File: src/rtl/phy_rx_align_pkg.sv
// phy_rx_align_pkg: default control characters and alignment states
// shared by the lane receive path.
package phy_rx_align_pkg;

    localparam logic [7:0] COM_DEF  = 8'hBC;
    localparam logic [7:0] IDLE_DEF = 8'h7C;
    localparam int         STATE_W  = 2;

    typedef enum logic [STATE_W-1:0] {
        HUNT    = 2'd0,
        LOCKING = 2'd1,
        ACTIVE  = 2'd2
    } state_t;

endpackage

File: src/rtl/phy_rx_align_if.sv
// phy_rx_align_if: serial input and aligned parallel output of one lane.
// slave is the receiver side, master is the line/consumer side.
interface phy_rx_align_if #(
    parameter int DATA_W = 8
) ();

    logic              serial_in;
    logic [DATA_W-1:0] data_out;
    logic              valid_out;
    logic              active;
    logic              com_seen;

    modport master (
        output serial_in,
        input  data_out,
        input  valid_out,
        input  active,
        input  com_seen
    );

    modport slave (
        input  serial_in,
        output data_out,
        output valid_out,
        output active,
        output com_seen
    );

endinterface

File: src/rtl/phy_rx_align.sv
// phy_rx_align: single-lane MSB-first deserializer that bit-slips onto COM,
// locks after LOCK_COUNT aligned COMs and emits non-control words.
module phy_rx_align
    import phy_rx_align_pkg::*;
#(
    parameter int                DATA_W     = 8,
    parameter logic [DATA_W-1:0] COM        = DATA_W'(COM_DEF),
    parameter logic [DATA_W-1:0] IDLE       = DATA_W'(IDLE_DEF),
    parameter int                LOCK_COUNT = 4
) (
    input logic           clk16f,
    input logic           reset_L,
    phy_rx_align_if.slave rx
);

    localparam int BW = $clog2(DATA_W);
    localparam int CW = $clog2(LOCK_COUNT + 1);
    localparam logic [BW-1:0] LAST   = BW'(DATA_W - 1);
    localparam logic [CW-1:0] LOCK_N = CW'(LOCK_COUNT);

    state_t            state;
    logic [DATA_W-2:0] sr;
    logic [BW-1:0]     bit_cnt;
    logic [CW-1:0]     com_cnt;
    logic [DATA_W-1:0] nxt;
    logic              boundary;
    logic              is_com;
    logic              is_idle;
    logic              lock_done;

    // Only DATA_W-1 history bits are stored; the live bit completes the word.
    assign nxt       = {sr, rx.serial_in};
    assign is_com    = (nxt == COM);
    assign is_idle   = (nxt == IDLE);
    assign boundary  = (bit_cnt == LAST);
    assign lock_done = (state == LOCKING) && boundary && is_com
                       && (com_cnt + CW'(1) == LOCK_N);

    always_ff @(posedge clk16f or negedge reset_L) begin
        if (!reset_L) begin
            state   <= HUNT;
            sr      <= '0;
            bit_cnt <= '0;
            com_cnt <= '0;
        end else begin
            sr <= nxt[DATA_W-2:0];
            unique case (state)
                HUNT: begin
                    if (is_com) begin
                        bit_cnt <= '0;
                        com_cnt <= CW'(1);
                        state   <= LOCKING;
                    end
                end
                LOCKING: begin
                    bit_cnt <= boundary ? '0 : bit_cnt + BW'(1);
                    if (boundary) begin
                        if (!is_com) begin
                            com_cnt <= '0;
                            state   <= HUNT;
                        end else if (lock_done) begin
                            com_cnt <= LOCK_N;
                            state   <= ACTIVE;
                        end else begin
                            com_cnt <= com_cnt + CW'(1);
                        end
                    end
                end
                ACTIVE: begin
                    bit_cnt <= boundary ? '0 : bit_cnt + BW'(1);
                end
                default: state <= HUNT;
            endcase
        end
    end

    always_ff @(posedge clk16f or negedge reset_L) begin
        if (!reset_L) begin
            rx.data_out  <= '0;
            rx.valid_out <= 1'b0;
            rx.active    <= 1'b0;
            rx.com_seen  <= 1'b0;
        end else begin
            rx.valid_out <= 1'b0;
            rx.com_seen  <= 1'b0;
            rx.active    <= (state == ACTIVE) || lock_done;
            // COM is tested before IDLE so it wins if both are equal.
            unique case (1'b1)
                (state == HUNT): begin
                    rx.com_seen <= is_com;
                end
                (state == LOCKING): begin
                    rx.com_seen <= boundary && is_com;
                end
                (state == ACTIVE) && boundary: begin
                    if (is_com) begin
                        rx.com_seen <= 1'b1;
                    end else if (!is_idle) begin
                        rx.data_out  <= nxt;
                        rx.valid_out <= 1'b1;
                    end
                end
                default: ;
            endcase
        end
    end

endmodule

File: src/flat_wrapper.sv
// flat-port wrapper written by rule: the top's interface ports become plain ports
module phy_rx_align_flat import phy_rx_align_pkg::*;
#(
    parameter int                DATA_W     = 8,
    parameter logic [DATA_W-1:0] COM        = DATA_W'(COM_DEF),
    parameter logic [DATA_W-1:0] IDLE       = DATA_W'(IDLE_DEF),
    parameter int                LOCK_COUNT = 4
)
  (clk16f, reset_L, rx_serial_in, rx_data_out, rx_valid_out, rx_active, rx_com_seen);
  phy_rx_align_if #(.DATA_W(DATA_W)) rx_i ();
  input logic clk16f;
  input logic reset_L;
  input wire logic [$bits(rx_i.serial_in)-1:0] rx_serial_in;
  output wire logic [$bits(rx_i.data_out)-1:0] rx_data_out;
  output wire logic [$bits(rx_i.valid_out)-1:0] rx_valid_out;
  output wire logic [$bits(rx_i.active)-1:0] rx_active;
  output wire logic [$bits(rx_i.com_seen)-1:0] rx_com_seen;
  assign rx_i.serial_in = rx_serial_in;
  assign rx_data_out = rx_i.data_out;
  assign rx_valid_out = rx_i.valid_out;
  assign rx_active = rx_i.active;
  assign rx_com_seen = rx_i.com_seen;
  phy_rx_align #(.DATA_W(DATA_W), .COM(COM), .IDLE(IDLE), .LOCK_COUNT(LOCK_COUNT)) u_core (.clk16f(clk16f), .reset_L(reset_L), .rx(rx_i));
endmodule
File: config.mk
export PLATFORM = sky130hd
export DESIGN_NAME = phy_rx_align_flat
export DESIGN_NICKNAME = d
export VERILOG_FILES = /design/src/rtl/phy_rx_align_pkg.sv /design/src/rtl/phy_rx_align_if.sv /design/src/rtl/phy_rx_align.sv /design/src/flat_wrapper.sv
export SDC_FILE = /design/constraint.sdc
export NUM_CORES = 1
export LEC_CHECK = 0
export ABC_AREA = 1
export BUFFER_PORTS_ARGS = -buffer_cell sky130_fd_sc_hd__clkbuf_2
export CORE_MARGIN = 2
export CORE_UTILIZATION = 50
export CTS_CLUSTER_DIAMETER = 40
export DETAILED_ROUTE_END_ITERATION = 10
export PLACE_DENSITY = 0.7
export SLEW_MARGIN = 20
export SYNTH_ARGS = -nofsm -noshare
export SYNTH_HDL_FRONTEND = slang
export SYNTH_SLANG_ARGS = --single-unit
File: constraint.sdc
create_clock -name clk16f -period 1.8 [get_ports clk16f]
set_clock_uncertainty 0.05 [all_clocks]
set_input_delay 0.18 -clock clk16f [delete_from_list [all_inputs] [get_ports clk16f]]
set_output_delay 0.18 -clock clk16f [all_outputs]
set_load 0.02 [all_outputs]
# ---- Word-level counts from Yosys, hierarchy flattened
# Index checks and enable logic that the tools add are counted.
dict set report op_classes {
  addsub 2
  n_mul 0
  div_mod_pow 0
  n_lt_le_gt_ge 0
  n_eq_ne 9
  shift 0
  muxes 18
  bitwise_logic 3
  n_reduce_logical 14
}
# cell count
set op_table {}
lappend op_table {{$mux 3} 6}
lappend op_table {{$pmux 3 s2} 2}
lappend op_table {{$eq 8x7->1 const B} 1}
lappend op_table {{$eq 8x8->1 const B} 1}
lappend op_table {{$mux 2} 4}
lappend op_table {{$add 3x1->3 const B} 2}
lappend op_table {{$eq 3x3->1 const B} 2}
lappend op_table {{$pmux 2 s3} 1}
lappend op_table {{$reduce_and 3->1} 2}
lappend op_table {{$logic_and 1x1->1} 5}
lappend op_table {{$mux 1} 4}
lappend op_table {{$ne 2x1->1 const B} 2}
lappend op_table {{$reduce_and 4->1} 1}
lappend op_table {{$reduce_bool 2->1} 2}
lappend op_table {{$ne 3x3->1 const B} 1}
lappend op_table {{$not 1->1} 3}
lappend op_table {{$pmux 1 s3} 1}
lappend op_table {{$eq 2x1->1 const B} 1}
lappend op_table {{$eq 2x2->1 const B} 1}
lappend op_table {{$logic_not 2->1} 1}
lappend op_table {{$reduce_and 2->1} 1}
lappend op_table {{$reduce_or 2->1} 1}
lappend op_table {{$logic_or 1x1->1} 1}
dict set report totals {
  register_bits 26
  latch_bits 0
  mem_bits_rw 0
  rom_bits 0
  out_inout_bits 11
  n_memories 0
}

# ---- Logic depth before layout (Yosys ltp)
dict set report depth {
  word_depth 8
  ltp_mapped 10
  mapped_depth_nobuf 10
}

# ---- Least setup slack after synthesis
# OpenSTA, ideal clock, no wires.
dict set report synth_path {
  kind {register to register}
  from {register u_core.bit_cnt[0]}
  to {register u_core.com_cnt[1]}
  setup_time_ps 117
  t_arrival_ps 1240
  required_ps 1633
  path_slack_ps 393
  path_stages_with_launch 9
  n_path_buf 0
  cell_sequence {dfrtp_1 > ha_1 > ha_1 > nor2_1 > inv_1 > nand2_4 > nor2_8 > nand3_1 > nand2_1}
}
dict set report synth_via {
  elab_chain_cells 8
}
# item line_no
set synth_rtl {}
lappend synth_rtl {{start, declared} phy_rx_align.sv:23} ;# logic [BW-1:0] bit_cnt;
lappend synth_rtl {{start signal, assigned} phy_rx_align.sv:56} ;# bit_cnt <= boundary ? '0 : bit_cnt + BW'(1);
lappend synth_rtl {{start signal, assigned} phy_rx_align.sv:70} ;# bit_cnt <= boundary ? '0 : bit_cnt + BW'(1);
lappend synth_rtl {{$eq 3x3->1 (*)} phy_rx_align.sv:35} ;# assign boundary = (bit_cnt == LAST);
lappend synth_rtl {{$logic_and 1x1->1 (2 in series)} phy_rx_align.sv:36} ;# assign lock_done = (state == LOCKING) && boundary && is_com
lappend synth_rtl {{$logic_and 1x1->1} phy_rx_align.sv:37} ;# && (com_cnt + CW'(1) == LOCK_N);
lappend synth_rtl {{$mux 3} phy_rx_align.sv:61} ;# end else if (lock_done) begin
lappend synth_rtl {{$mux 3} phy_rx_align.sv:58} ;# if (!is_com) begin
lappend synth_rtl {{$mux 3} phy_rx_align.sv:57} ;# if (boundary) begin
lappend synth_rtl {{$pmux 3 s2} phy_rx_align.sv:47} ;# unique case (state)
lappend synth_rtl {{end signal, assigned} phy_rx_align.sv:65} ;# com_cnt <= com_cnt + CW'(1);
lappend synth_rtl {{end, declared} phy_rx_align.sv:24} ;# logic [CW-1:0] com_cnt;
# Mark *: on every way between the ends. The rest lies on a longest branch, timed or not. The select of a mux whose other input is x is not followed.
# A chain may end at the register's enable or synchronous reset.

# ---- Final worst setup path
dict set report layout_path {
  from {register u_core.bit_cnt[0]}
  to {register u_core.rx.data_out[7]}
}
dict set report layout_via {
  elab_chain_cells 3
}
# item line_no
set layout_rtl {}
lappend layout_rtl {{$eq 3x3->1} phy_rx_align.sv:35}
lappend layout_rtl {{$logic_and 1x1->1} phy_rx_align.sv:95} ;# (state == ACTIVE) && boundary: begin
lappend layout_rtl {{$reduce_and 3->1 (no line)} n/a}
lappend layout_rtl {{end signal, assigned} phy_rx_align.sv:99} ;# rx.data_out <= nxt;
lappend layout_rtl {{end, declared} phy_rx_align_if.sv:23} ;# output data_out,
# Every way passes these cells.

==> metrics.md <==
| Metric | Value |
|---|---|
| R2R depth | `8` |
| Wire per inst | `between 10 and 15 um` |
| Number of global-route vias before repair | `between 700 and 800` |
| Worst r2r src | `u_core.bit_cnt[0]` |
| Fin crit period | `~1600 ps` |
| Drt first pass iters | `4` |
| Yosys warns | `0` |
| Synthesized net count | `~130` |
| Area delta synth->final | `14.07%` |
| Clock slew at reported path FFs | `around 140 ps` |
| Yosys top cell by area | `dfrtp_1` |
| Ys async rst share | `100.0%` |
| Buffers on Ports | `13` |
| HPWL Detailed | `between 1 and 1.5 mm` |
| Worst hold-check path type | `in2async` |
| Diodes inserted | `0` |
| H-tree levels | `1` |
| FF+latch count, synth | `26` |
| Largest net degree at the start of global routing | `27` |
| Core area | `approximately 0.0022 mm2` |
| Fin nets | `roughly 150` |
| Library cells used by synthesis | `18` |
| Seq/Total Area, Yosys | `55.44%` |
| Top cells by count, synth | `nand2_1, dfrtp_1, inv_1` |
| Pwr dens | `1115 mW/mm2` |
| Routability-driven placement congestion ratio | `0.8000` |
| DR vias | `825` |
| CTS resizes | `0` |
| DIE WIDTH | `between 50 and 60 um` |
| Die footprint | `between 0.002 and 0.003 mm2` |
| Fraction of layout cells with a size suffix above 1 | `between 10% and 20%` |
| Initial core utilization | `53.05%` |
| Status | `complete, no violations` |
| Top cells by area, synth | `dfrtp_1, nand2_1, ha_1` |
| Req. time, crit path | `2010 ps` |
| Overall routing resource usage | `between 15 and 20%` |
| Reg-to-Reg End | `u_core.rx.data_out[7]` |
| IO Pins | `14` |
| CP startpoint | `u_core.bit_cnt[0]` |
| Leak | `approximately 0.75 nW` |
| Final period util | `about nine tenths` |
| R2R Setup Slk | `around 190 ps` |
| Post-Route Utilization | `~61%` |
| GRT overflow | `0` |
| F_max | `a little over 600 MHz` |
| Crit-path max FO | `12` |
| Placement row count | `17` |
| First-pass GRT wire length | `roughly 3.3 mm` |
| Fillers | `190` |
| Final Max Slew Viols | `0` |
| Critical path capture point | `u_core.rx.data_out[7]` |
| CP endpoint kind | `register` |
| Clk Latency, worst-skew pair | `between 300 and 400 ps` |
| # clock sinks | `26` |
| Root Driver | `clkbuf_4` |
| DRC violations left | `0` |
| Setup TNS | `0 ps` |
| Syn Inst Count | `about 120` |
| CP Data Arrival Time | `approximately 1800 ps` |
| Placed cells | `around 160` |
| Final Hold Viols | `0` |
| CTS buffer count | `3` |
| Antenna-violating nets left | `0` |
| Total power | `1.493 mW` |
| RSZ-0062 raised after global routing | `false` |
| Crit start category | `register` |
| Avg Cell Area, Syn | `9.620 um2` |
| Die Y | `about 52 um` |
| Count of final setup violators | `0` |
| TritonCTS clock tree | `built` |
| Non-Filler Instances | `168` |
| Most common cell in the netlist | `nand2_1` |
| Post-synth top area share | `between 50% and 60%` |
| Routed vias/inst | `just under 5` |
| EDFF count, synth | `0` |
| CP Class | `reg2reg` |
| Max VDD drop | `roughly 800 uV` |
| Final wirelength | `1.871 mm` |
| Max-Cap Viols | `0` |
| Initial DRC Count | `14` |
| Synthesized area | `0.001174 mm2` |
| Top FF cell, synth | `dfrtp_1` |
| Slew headroom | `58.27%` |
| Initial antenna violation count | `0` |
| CTS max path bufs | `2` |
| Worst Tran Pin Value | `around 630 ps` |
==> worst min-delay path by stage <==
stage                  from               endpoint  slack (ps)  cells after the start
3_5_place_dp        reset_L  u_core.rx.data_out[5]         180                      1
2_1_floorplan       reset_L      u_core.bit_cnt[0]        -170                      0
4_1_cts        u_core.sr[0]           u_core.sr[1]         340                      0
3_3_place_gp        reset_L  u_core.rx.data_out[7]         170                      1
6_report            reset_L  u_core.rx.data_out[5]         340                      2
5_1_grt        u_core.sr[0]           u_core.sr[1]         360                      0
==> power by group <==
group          leakage [nW]  internal [mW]  switching, mW
Clock                0.0279          0.225          0.169
Combinational         0.380          0.146          0.264
Sequential            0.342          0.647         0.0427
==> registers in the layout (all words and copies together) (netlist names) <==
| name | flops |
|---|---|
| u_core.rx.data_out | 8 |
| u_core.sr | 7 |
| u_core.bit_cnt | 3 |
| u_core.com_cnt | 3 |
| u_core.state | 2 |
| u_core.rx.active | 1 |
| u_core.rx.com_seen | 1 |
| u_core.rx.valid_out | 1 |
==> critical path, cell delays in order, from the launching register on <==
cell and delay (ps):
dfrtp_1 400, ha_1 160, ha_1 240, nand2_1 80, inv_1 80, nand3_2 230, inv_2 180, nand2_1 70
nand2_1 60
==> layout by cell type, fill, tap and decap left out <==
cell	Yosys	routed
dfrtp_1	26	26
inv_2	3	3
clkbuf_4	0	3
a21oi_1	3	3
nand2_4	3	3
nor3_1	1	1
nand3_2	1	1
nand2_1	39	39
ha_1	7	7
nor2_1	5	5
inv_1	11	11
clkbuf_2	0	13
bufinv_16	0	1
nand4_1	3	3
nor2_8	1	1
o21ai_1	6	6
nand3_1	6	6
o21ai_0	2	2
nor2_4	2	2
dlygate4sd3_1	0	2
o21bai_1	2	2
==> final cells by class <==
class	count	area, um2	area share, %
multi-input cells	81	462.9	34.58
repair buffers	15	85.08	6.355
clock buffers	3	22.52	1.682
inverters	14	52.55	3.925
clock inverters	1	30.03	2.243
flip-flops and latches	26	650.6	48.60
well taps	28	35.03	2.617
==> layer usage <==
layer  up-vias  part of all wire (%)  track usage, %
li1        422                     -               -
met1       379                    49           22.24
met2        22                    45           24.58
met3         2                   4.4           4.571
met4         0                  0.91           5.128
met5         -                     0               0
==> repair_timing <==
action / in CTS / in global routing
buffers inserted: 0 / 0
hold buffers: 2 / 0
setup endpoints to repair: 0 / 0
endpoints found under the hold margin: 27 / 0
==> cells by family after synthesis <==
kind of cell / synth area share [%]
buf+inv: 5.117
compound gates: 5.970
simple gates: 26.01
fa+ha+maj: 7.462
flops: 55.44
==> per-stage QoR <==
stage | hold slack, ps | cell area (um2) | setup slack, ps
finish | 340.3 | 1339 | 190.4
global route | 360.7 | 1339 | 1.448
CTS | 343.8 | 1339 | 181.0
detailed placement | 178.0 | 1266 | 214.9
global placement | 167.7 | 1266 | 295.8
floorplan | -165.6 | 1174 | 393.1
Power figures use the tool's default switching activity.
